### config.mk
export PLATFORM = sky130hd
export DESIGN_NAME = rat_hazard_unit
export DESIGN_NICKNAME = d
export VERILOG_FILES = /design/src/rtl/rat_hazard_unit.sv
export SDC_FILE = /design/constraint.sdc
export NUM_CORES = 1
export LEC_CHECK = 0
export ABC_AREA = 1
export BUFFER_PORTS_ARGS = -buffer_cell sky130_fd_sc_hd__buf_2
export CAP_MARGIN = 25
export CORE_ASPECT_RATIO = 1.1
export CORE_MARGIN = 10
export CORE_UTILIZATION = 50
export DETAILED_ROUTE_END_ITERATION = 10
export GPL_TIMING_DRIVEN = 0
export HOLD_SLACK_MARGIN = 0.08
export PLACE_DENSITY = 0.78
export SLEW_MARGIN = 10
export SYNTH_ARGS = -nofsm -noshare
export SYNTH_HDL_FRONTEND = slang
export SYNTH_SLANG_ARGS = --single-unit
### constraint.sdc
create_clock -name CLK -period 1.7 [get_ports CLK]
set_clock_uncertainty 0.15 [all_clocks]
set_input_delay 0.34 -clock CLK [delete_from_list [all_inputs] [get_ports CLK]]
set_output_delay 0.34 -clock CLK [all_outputs]
set_load 0.01 [all_outputs]
### src/rtl/rat_hazard_unit.sv
// ---------------------------------------------------------------------------
// rat_hazard_unit
//
// Pipeline hazard controller for the pipelined RAT MCU.
//
// A shift-register scoreboard records every register write that leaves
// decode. Entry 1 is the execute stage and entry DEPTH is writeback.
// The scoreboard drives the rX/rY forwarding selects and detects load-use
// hazards. A down-counter holds FLUSH over the branch shadow. A three-state
// FSM drains the pipeline before the interrupt vector is taken.
//
// Parameters
//   REG_AW     register-file address width
//   DEPTH      number of post-decode stages tracked (1..7)
//   FLUSH_LEN  cycles FLUSH stays high after a taken branch (1..7)
//
// Ports
//   CLK, RESET          rising-edge clock, synchronous active-high reset
//   ID_*                decode-stage operand addresses, usage, write info
//   BRN_TAKEN           execute resolved a taken branch/call/ret/reti
//   INTR_REQ, INTR_EN   interrupt request level and enable flag
//   STALL, FLUSH        pipeline hold / bubble-insert controls
//   FWD_X_SEL/Y_SEL     operand source: 0 = register file, k = stage k
//   INTR_TAKE           one-cycle pulse that vectors to the interrupt
//   BUSY                at least one write is still in flight
// ---------------------------------------------------------------------------
module rat_hazard_unit #(
   parameter int  REG_AW    = 5,
   parameter int  DEPTH     = 2,
   parameter int  FLUSH_LEN = 2,
   localparam int SW        = $clog2(DEPTH + 32'sd1)
) (
   input  logic              CLK,
   input  logic              RESET,
   input  logic              ID_VALID,
   input  logic [REG_AW-1:0] ID_ADDRX,
   input  logic [REG_AW-1:0] ID_ADDRY,
   input  logic              ID_USE_X,
   input  logic              ID_USE_Y,
   input  logic              ID_RF_WR,
   input  logic              ID_LATE,
   input  logic              BRN_TAKEN,
   input  logic              INTR_REQ,
   input  logic              INTR_EN,
   output logic              STALL,
   output logic              FLUSH,
   output logic [SW-1:0]     FWD_X_SEL,
   output logic [SW-1:0]     FWD_Y_SEL,
   output logic              INTR_TAKE,
   output logic              BUSY
);

   typedef enum logic [1:0] {
      ST_IDLE  = 2'd0,
      ST_DRAIN = 2'd1,
      ST_TAKE  = 2'd2
   } intr_state_t;

   localparam logic [2:0]    FLUSH_INIT = 3'(FLUSH_LEN);
   localparam logic [SW-1:0] SEL_RF     = {SW{1'b0}};
   localparam logic [SW-1:0] SEL_STAGE1 = SW'(32'd1);

   // Scoreboard. A late result is ready once it reaches stage 2, so the
   // late flag only matters in entry 1 and is not carried further.
   logic [DEPTH:1]    sb_v_r;
   logic [REG_AW-1:0] sb_addr_r [1:DEPTH];
   logic              sb_late1_r;

   logic [2:0]        flush_cnt_r;
   intr_state_t       state_r;
   intr_state_t       state_s;

   logic              issue_s;
   logic              flush_s;
   logic              stall_s;
   logic              busy_s;
   logic              drain_s;
   logic              x_lu_s;
   logic              y_lu_s;
   logic [SW-1:0]     x_match_s;
   logic [SW-1:0]     y_match_s;

   assign busy_s  = |sb_v_r;
   assign drain_s = (state_r == ST_DRAIN);
   assign flush_s = BRN_TAKEN | (flush_cnt_r != 3'd0);

   // An unready match can only be the youngest entry holding a late result.
   assign x_lu_s  = (x_match_s == SEL_STAGE1) & sb_late1_r;
   assign y_lu_s  = (y_match_s == SEL_STAGE1) & sb_late1_r;

   // FLUSH wins over STALL so the PC is free to load the branch target.
   assign stall_s = ID_VALID & (x_lu_s | y_lu_s | drain_s) & ~flush_s;
   assign issue_s = ID_VALID & ID_RF_WR & ~stall_s & ~flush_s;

   // Youngest-match search: scanning oldest to youngest lets the lowest k win.
   always_comb begin
      x_match_s = SEL_RF;
      y_match_s = SEL_RF;
      for (int k = DEPTH; k > 32'sd0; k--) begin
         if (ID_USE_X && sb_v_r[k] && (sb_addr_r[k] == ID_ADDRX)) begin
            x_match_s = SW'(k);
         end else begin
            x_match_s = x_match_s;
         end
         if (ID_USE_Y && sb_v_r[k] && (sb_addr_r[k] == ID_ADDRY)) begin
            y_match_s = SW'(k);
         end else begin
            y_match_s = y_match_s;
         end
      end
   end

   // Scoreboard shift: entry k+1 takes entry k, and entry 1 takes the issue or a bubble.
   always_ff @(posedge CLK) begin
      if (RESET) begin
         sb_v_r     <= {DEPTH{1'b0}};
         sb_late1_r <= 1'b0;
         for (int k = DEPTH; k > 32'sd0; k--) begin
            sb_addr_r[k] <= {REG_AW{1'b0}};
         end
      end else begin
         for (int k = DEPTH; k > 32'sd1; k--) begin
            sb_v_r[k]    <= sb_v_r[k - 32'sd1];
            sb_addr_r[k] <= sb_addr_r[k - 32'sd1];
         end
         sb_v_r[1]    <= issue_s;
         sb_addr_r[1] <= ID_ADDRX;
         sb_late1_r   <= ID_LATE;
      end
   end

   // Branch-shadow counter: a taken branch (re)loads it, then it counts down to zero.
   always_ff @(posedge CLK) begin
      if (RESET) begin
         flush_cnt_r <= 3'd0;
      end else if (BRN_TAKEN) begin
         flush_cnt_r <= FLUSH_INIT;
      end else if (flush_cnt_r != 3'd0) begin
         flush_cnt_r <= flush_cnt_r - 3'd1;
      end else begin
         flush_cnt_r <= 3'd0;
      end
   end

   // Interrupt FSM state register.
   always_ff @(posedge CLK) begin
      if (RESET) begin
         state_r <= ST_IDLE;
      end else begin
         state_r <= state_s;
      end
   end

   // Interrupt FSM next state. Losing the enable during drain aborts silently.
   always_comb begin
      state_s = state_r;
      case (state_r)
         ST_IDLE: begin
            if (INTR_REQ && INTR_EN) begin
               state_s = ST_DRAIN;
            end else begin
               state_s = ST_IDLE;
            end
         end
         ST_DRAIN: begin
            if (!INTR_EN) begin
               state_s = ST_IDLE;
            end else if (!busy_s && !flush_s && !BRN_TAKEN) begin
               state_s = ST_TAKE;
            end else begin
               state_s = ST_DRAIN;
            end
         end
         ST_TAKE: begin
            state_s = ST_IDLE;
         end
         default: begin
            state_s = ST_IDLE;
         end
      endcase
   end

   assign STALL     = stall_s;
   assign FLUSH     = flush_s;
   assign FWD_X_SEL = x_lu_s ? SEL_RF : x_match_s;
   assign FWD_Y_SEL = y_lu_s ? SEL_RF : y_match_s;
   assign INTR_TAKE = (state_r == ST_TAKE);
   assign BUSY      = busy_s;

endmodule

==> metrics, run 1 <==
status finished with violations; failing checks negative setup slack; Hold Startpoint INTR_REQ; fin crit period between 1.5 and 2 ns; Yosys cell types 24; Vias/cell 4.958; Setup crit end kind output pin; clock sinks 18; top sig layer met4; CTS root buf clkbuf_4; Max Slew Vio Count 0; Required @ worst endpoint about 1.2 ns; clk buf depth 2; H-tree Lvls 1; initial antenna violation count 0; hold path cells 2; n_diodes 0; die area around 4100 um^2; Routed WL around 2.7 mm; vias 1071; largest net degree at the start of global routing 11; total gr overflow 0; most frequent cells in the layout nand2_1 (36), nor2_1 (26), buf_2 (26), inv_1 (21), buf_4 (21); worst slew pin tran 0.3214 ns; fraction of layout cells with a size suffix above 1 around 43%; pwr dens 665.7 nW/um^2; Routed met3 length around 210 um; WHS Endpoint state_r[0]$_SDFF_PP0_; crit-path max FO 3; crit share post-route 113.9%; mean area per synthesized cell about 6.5 um^2; detailed-route DRC error count 0; Post-Syn Nets 166; M1 WL 1.052 mm; Setup WS post-layout -0.2363 ns; Mapped Area roughly 950 um^2; relative slew slack between 70% and 80%; clk_lat worst skew about 0.30 ns; dpl cells 190; final hold viol count 0; fmax approximately 0.52 GHz; dpl ws -0.03697 ns; RSZ-0062 raised after global routing true; max_cap viols 0; final setup fails 6; Worst setup SP type flop; number of buffers created by CTS 3; Area growth syn-to-layout 41.99%; Core Area around 1800 um^2; WL per Instance approximately 13 um; commonest non-fill, non-tap cell in the layout nand2_1; register area share after synthesis 37.80%; Die Wd about 62 um; metal2 WL ~1.4 mm; critical path type reg -> out; worst r2r src sb_addr_r[1][2]$_SDFF_PP0_; Finished Layout Cells about 220; synthesized flop and latch total 18; drt pass-1 iters 4; VDD IR max 0.5575 mV; Post-DP HPWL ~1.9 mm; first-pass GRT wire length approximately 4.4 mm; Die Ht 65.80 um; vias in the first global route around 1000; # port buffers 26; global-route usage over all layers between 10% and 20%; Site Rows 16; Placer Congestion a little under 0.9; Nets ~220; Initial Utilization 52.92%; post-route ant nets 0; Worst R2R End sb_addr_r[2][2]$_SDFF_PP0_; clock-pin slew on the worst setup and hold paths between 0.1 and 0.15 ns; Syn. warnings 0; arrival time worst endpoint ~1.5 ns; worst min path class in -> reg; CTS tree done; cells after synthesis 146; I/O Pins 28; initial DRC count 37; FF-to-FF setup slack -0.18 ns; Worst Reg-to-Reg Cells 12; P_leak 0.7669 nW
## synthesized netlist by cell type, drive strengths merged
cell type | n | area (um^2)
nor2 | 33 | 136.4
nor3 | 2 | 10.01
inv | 28 | 105.1
dfxtp | 18 | 360.4
nand2 | 39 | 151.4
nand3b | 1 | 7.510
nand3 | 4 | 30.03
nand4 | 2 | 18.77
buf | 1 | 5.000
xor2 | 3 | 26.28
o21ai | 1 | 5.000
a21oi | 5 | 28.78
nor4 | 1 | 12.51
o22ai | 2 | 12.51
o211a | 1 | 10.01
o211ai | 2 | 15.01
clkbuf | 1 | 3.750
a211oi | 2 | 15.01
## final cells by class
class / count / area (um^2)
Buffer: 2 / 8.758
Fill cell: 143 / 447.9
Multi-Input combinational cell: 98 / 501.7
Inverter: 28 / 105.1
Timing Repair Buffer: 48 / 305.3
Sequential cell: 18 / 374.1
Clock buffer: 4 / 36.28
Tap cell: 18 / 22.52
## repair_timing
item | in CTS | in global routing
pin swaps | 7 | 7
endpoints found under the setup margin | 6 | 7
resized for setup | 18 | 4
hold endpoints to repair | 0 | 0
setup buffers | 20 | 2
hold buffers | 0 | 0
## state kept, by name (all words and copies together) (netlist names)
register / flops
sb_addr_r: 10
flush_cnt_r: 3
sb_v_r: 2
state_r: 2
sb_late1_r: 1
## where the power goes
group | internal (mW) | switching (mW)
Clock | 0.131 | 0.137
Sequential | 0.441 | 0.0163
Combinational | 0.0871 | 0.0894
Total | 0.659 | 0.242
## worst max path at each step
stage          cells after the start  endpoint  slack, ns                  startpoint
3_3_place_gp                      10     STALL      -0.03                 ID_ADDRX[4]
5_1_grt                            9     STALL      -0.32  sb_addr_r[1][2]$_SDFF_PP0_
6_report                           9     STALL      -0.24  sb_addr_r[1][2]$_SDFF_PP0_
3_5_place_dp                      10     STALL      -0.04                 ID_ADDRX[4]
2_1_floorplan                      7     STALL       0.23                 ID_ADDRX[0]
4_1_cts                            9     STALL      -0.24  sb_addr_r[1][0]$_SDFF_PP0_
## critical path: stages (launching register included)
cell     delay, ns
dfxtp_2       0.36
inv_2         0.05
nand2_1       0.05
nand2_1       0.06
nor2_2        0.11
nand3_2       0.11
nand2_2       0.10
nand2_4       0.06
a21oi_2       0.11
buf_2         0.14
## per-layer routing
metal | vias up | track usage [%]
met4 | 0 | 6.704
met3 | 9 | 4.423
met1 | 478 | 14.14
li1 | 550 | -
met2 | 34 | 25.03
met5 | - | 0
## through the flow
step	hold slack (ns)	setup TNS, ns	power (mW)	util (%)	instance area (um^2)
floorplan	0.2741	0	0.5363	-	953.4
global placement	0.2860	-0.02838	0.5805	61.39	1106
detailed placement	0.3024	-0.03697	0.5838	61.39	1106
CTS	0.08936	-0.9847	0.8983	73.75	1329
global route	0.1115	-1.763	0.9413	75.14	1354
finish	0.1211	-1.183	0.9012	75.14	1354
## kinds of logic after synthesis
| group | count (synthesis) | share of synthesized area (%) |
|---|---|---|
| xor+xnor | 3 | 2.756 |
| compound gates | 13 | 9.054 |
| simple gates | 82 | 38.45 |
| flops | 18 | 37.80 |
| buf+inv | 30 | 11.94 |
No activity file was read; power rests on OpenSTA's default activity.
==> run 2: changes to the inputs <==
CORE_UTILIZATION = 45   (was 50)
PLACE_DENSITY = 0.71   (was 0.78)
REMOVE_ABC_BUFFERS = 1   (was default)
==> run 2 against run 1 <==
The flow still finishes with violations (negative setup slack). Largest cell class unchanged. Utilization fell by 16 points. First-iteration DRC count decreased by 32%. Die area is 7.5% higher. Register-to-register slack improved by 0.64 ns. Fmax increased by 1.2%. Global-route usage shrank 3.0 points. Combinational power decreased by 28%. Worst hold slack lost 0.030 ns. Non-clock buffer count down 20. Total power is 6.1% lower. Critical endpoint unchanged. Flip-flop and latch count did not move.
==> metrics, run 2 (synthesis gave the netlist of run 1 again) <==
P_leak 0.6649 nW (was 0.7669 nW); placed inst area 1115 um^2 (was 1106 um^2); footprint of the multi-input gates 494.2 um^2 (was 501.7 um^2); post-route ant nets 0 (unchanged); registers with the most flip-flops sb_addr_r x10, flush_cnt_r x3 (unchanged); Post-DP HPWL 1.832 mm (was 1.855 mm); final non-filler cell area 1205 um^2 (was 1354 um^2); crit share post-route 112.5% (was 113.9%); Routed met3 length 125 um (was 210 um); clk buf depth 2 (unchanged); Routed WL 2.295 mm (was 2.718 mm); Largest register FFs 10 (unchanged); crit path launch sb_addr_r[1][1]$_SDFF_PP0_ (was sb_addr_r[1][2]$_SDFF_PP0_); final setup fails 5 (was 6); Hold WS 0.09107 ns (was 0.1211 ns); I/O Pins 28 (unchanged); Max Slew Vio Count 0 (unchanged); Worst setup SP type flop (unchanged); first-pass GRT wire length 3.801 mm (was 4.395 mm); number of buffers created by CTS 3 (unchanged); global-route usage over all layers 11.04% (was 14.06%); fraction of layout cells with a size suffix above 1 35.96% (was 43.43%); total gr overflow 0 (unchanged); # port buffers 27 (was 26); Area growth syn-to-layout 26.38% (was 41.99%); metal2 WL 1.096 mm (was 1.390 mm); critical path type reg -> out (unchanged); final setup TNS -0.8854 ns (was -1.183 ns); initial antenna violation count 0 (unchanged); relative slew slack 78.80% (was 78.57%); Fillers 205 (was 143); vias in the first global route 971 (was 1045); detailed-route DRC error count 0 (unchanged); CTS root buf clkbuf_4 (unchanged); die area 4362 um^2 (was 4056 um^2); final hold viol count 0 (unchanged); fmax 0.5227 GHz (was 0.5165 GHz); vias 960 (was 1071); Die Wd 63.89 um (was 61.64 um); drt pass-1 iters 4 (unchanged); largest net degree at the start of global routing 17 (was 11); VDD IR max 0.6360 mV (was 0.5575 mV); most flop-heavy register sb_addr_r (unchanged); total power 846.1 uW (was 901.2 uW); Nets 199 (was 219); Die Ht 68.28 um (was 65.80 um); clock-pin slew on the worst setup and hold paths 0.10 ns (was 0.11 ns); worst slew pin tran 0.3180 ns (was 0.3214 ns); Setup crit end kind output pin (unchanged); failing checks negative setup slack (unchanged); max_cap viols 0 (unchanged); status finished with violations (unchanged); CTS tree done (unchanged); Reg area 370.4 um^2 (was 374.1 um^2); top sig layer met4 (unchanged); Placer Congestion 0.8502 (was 0.8700); arrival time worst endpoint 1.42 ns (was 1.45 ns); Required @ worst endpoint 1.21 ns (about the same); commonest non-fill, non-tap cell in the layout nand2_1 (unchanged); RSZ-0062 raised after global routing true (unchanged); most frequent cells in the layout nand2_1 (36), nor2_1 (27), buf_2 (26), inv_1 (20), dfxtp_1 (10) (was nand2_1 (36), nor2_1 (26), buf_2 (26), inv_1 (21), buf_4 (21)); Site Rows 17 (was 16); final core utilization 59.63% (was 75.14%); M1 WL 1.026 mm (was 1.052 mm); Setup WS post-layout -0.2132 ns (was -0.2363 ns); Hold Startpoint ID_LATE (was INTR_REQ); Initial Utilization 47.18% (was 52.92%); worst min path class in -> reg (unchanged); clock sinks 18 (unchanged); crit-path max FO 4 (was 3); H-tree Lvls 1 (unchanged); clk_lat worst skew 0.29 ns (was 0.30 ns); worst r2r src sb_addr_r[1][1]$_SDFF_PP0_ (was sb_addr_r[1][2]$_SDFF_PP0_); Finished Layout Cells 206 (was 216); dpl cells 199 (was 190); fin crit period 1.913 ns (was 1.936 ns); CTS Hold Bufs 0 (unchanged); pwr dens 702.2 nW/um^2 (was 665.7 nW/um^2); WL per Instance 11.14 um (was 12.58 um); Core Area 2021 um^2 (was 1802 um^2); dpl ws -0.03182 ns (was -0.03697 ns); initial DRC count 25 (was 37); Vias/cell 4.660 (was 4.958); n_diodes 0 (unchanged)
## run 2: what timing repair did
action | in CTS | in global routing
resized for setup | 10 | 7
setup buffers | 3 | 0
endpoints found under the setup margin | 6 | 6
pin swaps | 3 | 5
endpoints found under the hold margin | 0 | 0
## run 2: where the power goes
group / internal (mW) / leakage (nW) / switching (mW)
combinational: 0.0537 / 0.493 / 0.0746
sequential: 0.440 / 0.151 / 0.0161
clock: 0.131 / 0.0210 / 0.131
## run 2: routing by layer
layer / up-vias / GRT usage (%)
met1: 426 / 11.18
met3: 4 / 3.752
met4: 0 / 6.557
li1: 508 / -
met5: - / 0
met2: 22 / 19.65
## run 2: worst paths after layout
| path | end | slack (ns) | cells past startpoint |
|---|---|---|---|
| min reg2reg | flush_cnt_r[0]$_SDFF_PP0_ | 0.30 | 1 |
| max reg2reg | sb_v_r[1]$_SDFF_PP0_ | 0.46 | 9 |
| min | sb_late1_r$_SDFF_PP0_ | 0.09 | 3 |
| max | STALL | -0.21 | 9 |
## run 2: critical path: stages, from the launching register on
cell     delay [ns]
dfxtp_2        0.35
inv_2          0.05
nand2_1        0.05
nand2_1        0.06
nor2_2         0.11
nand3_2        0.10
nand2_2        0.09
nand2_2        0.06
a21oi_2        0.11
buf_2          0.13
## run 2: layout make-up
| type | instances | area share (%) |
|---|---|---|
| clock buffer | 4 | 3.011 |
| inverter | 28 | 8.723 |
| multi-input combinational | 98 | 41.02 |
| sequential | 18 | 30.74 |
| tap | 28 | 2.908 |
| timing repair buffer | 30 | 13.60 |
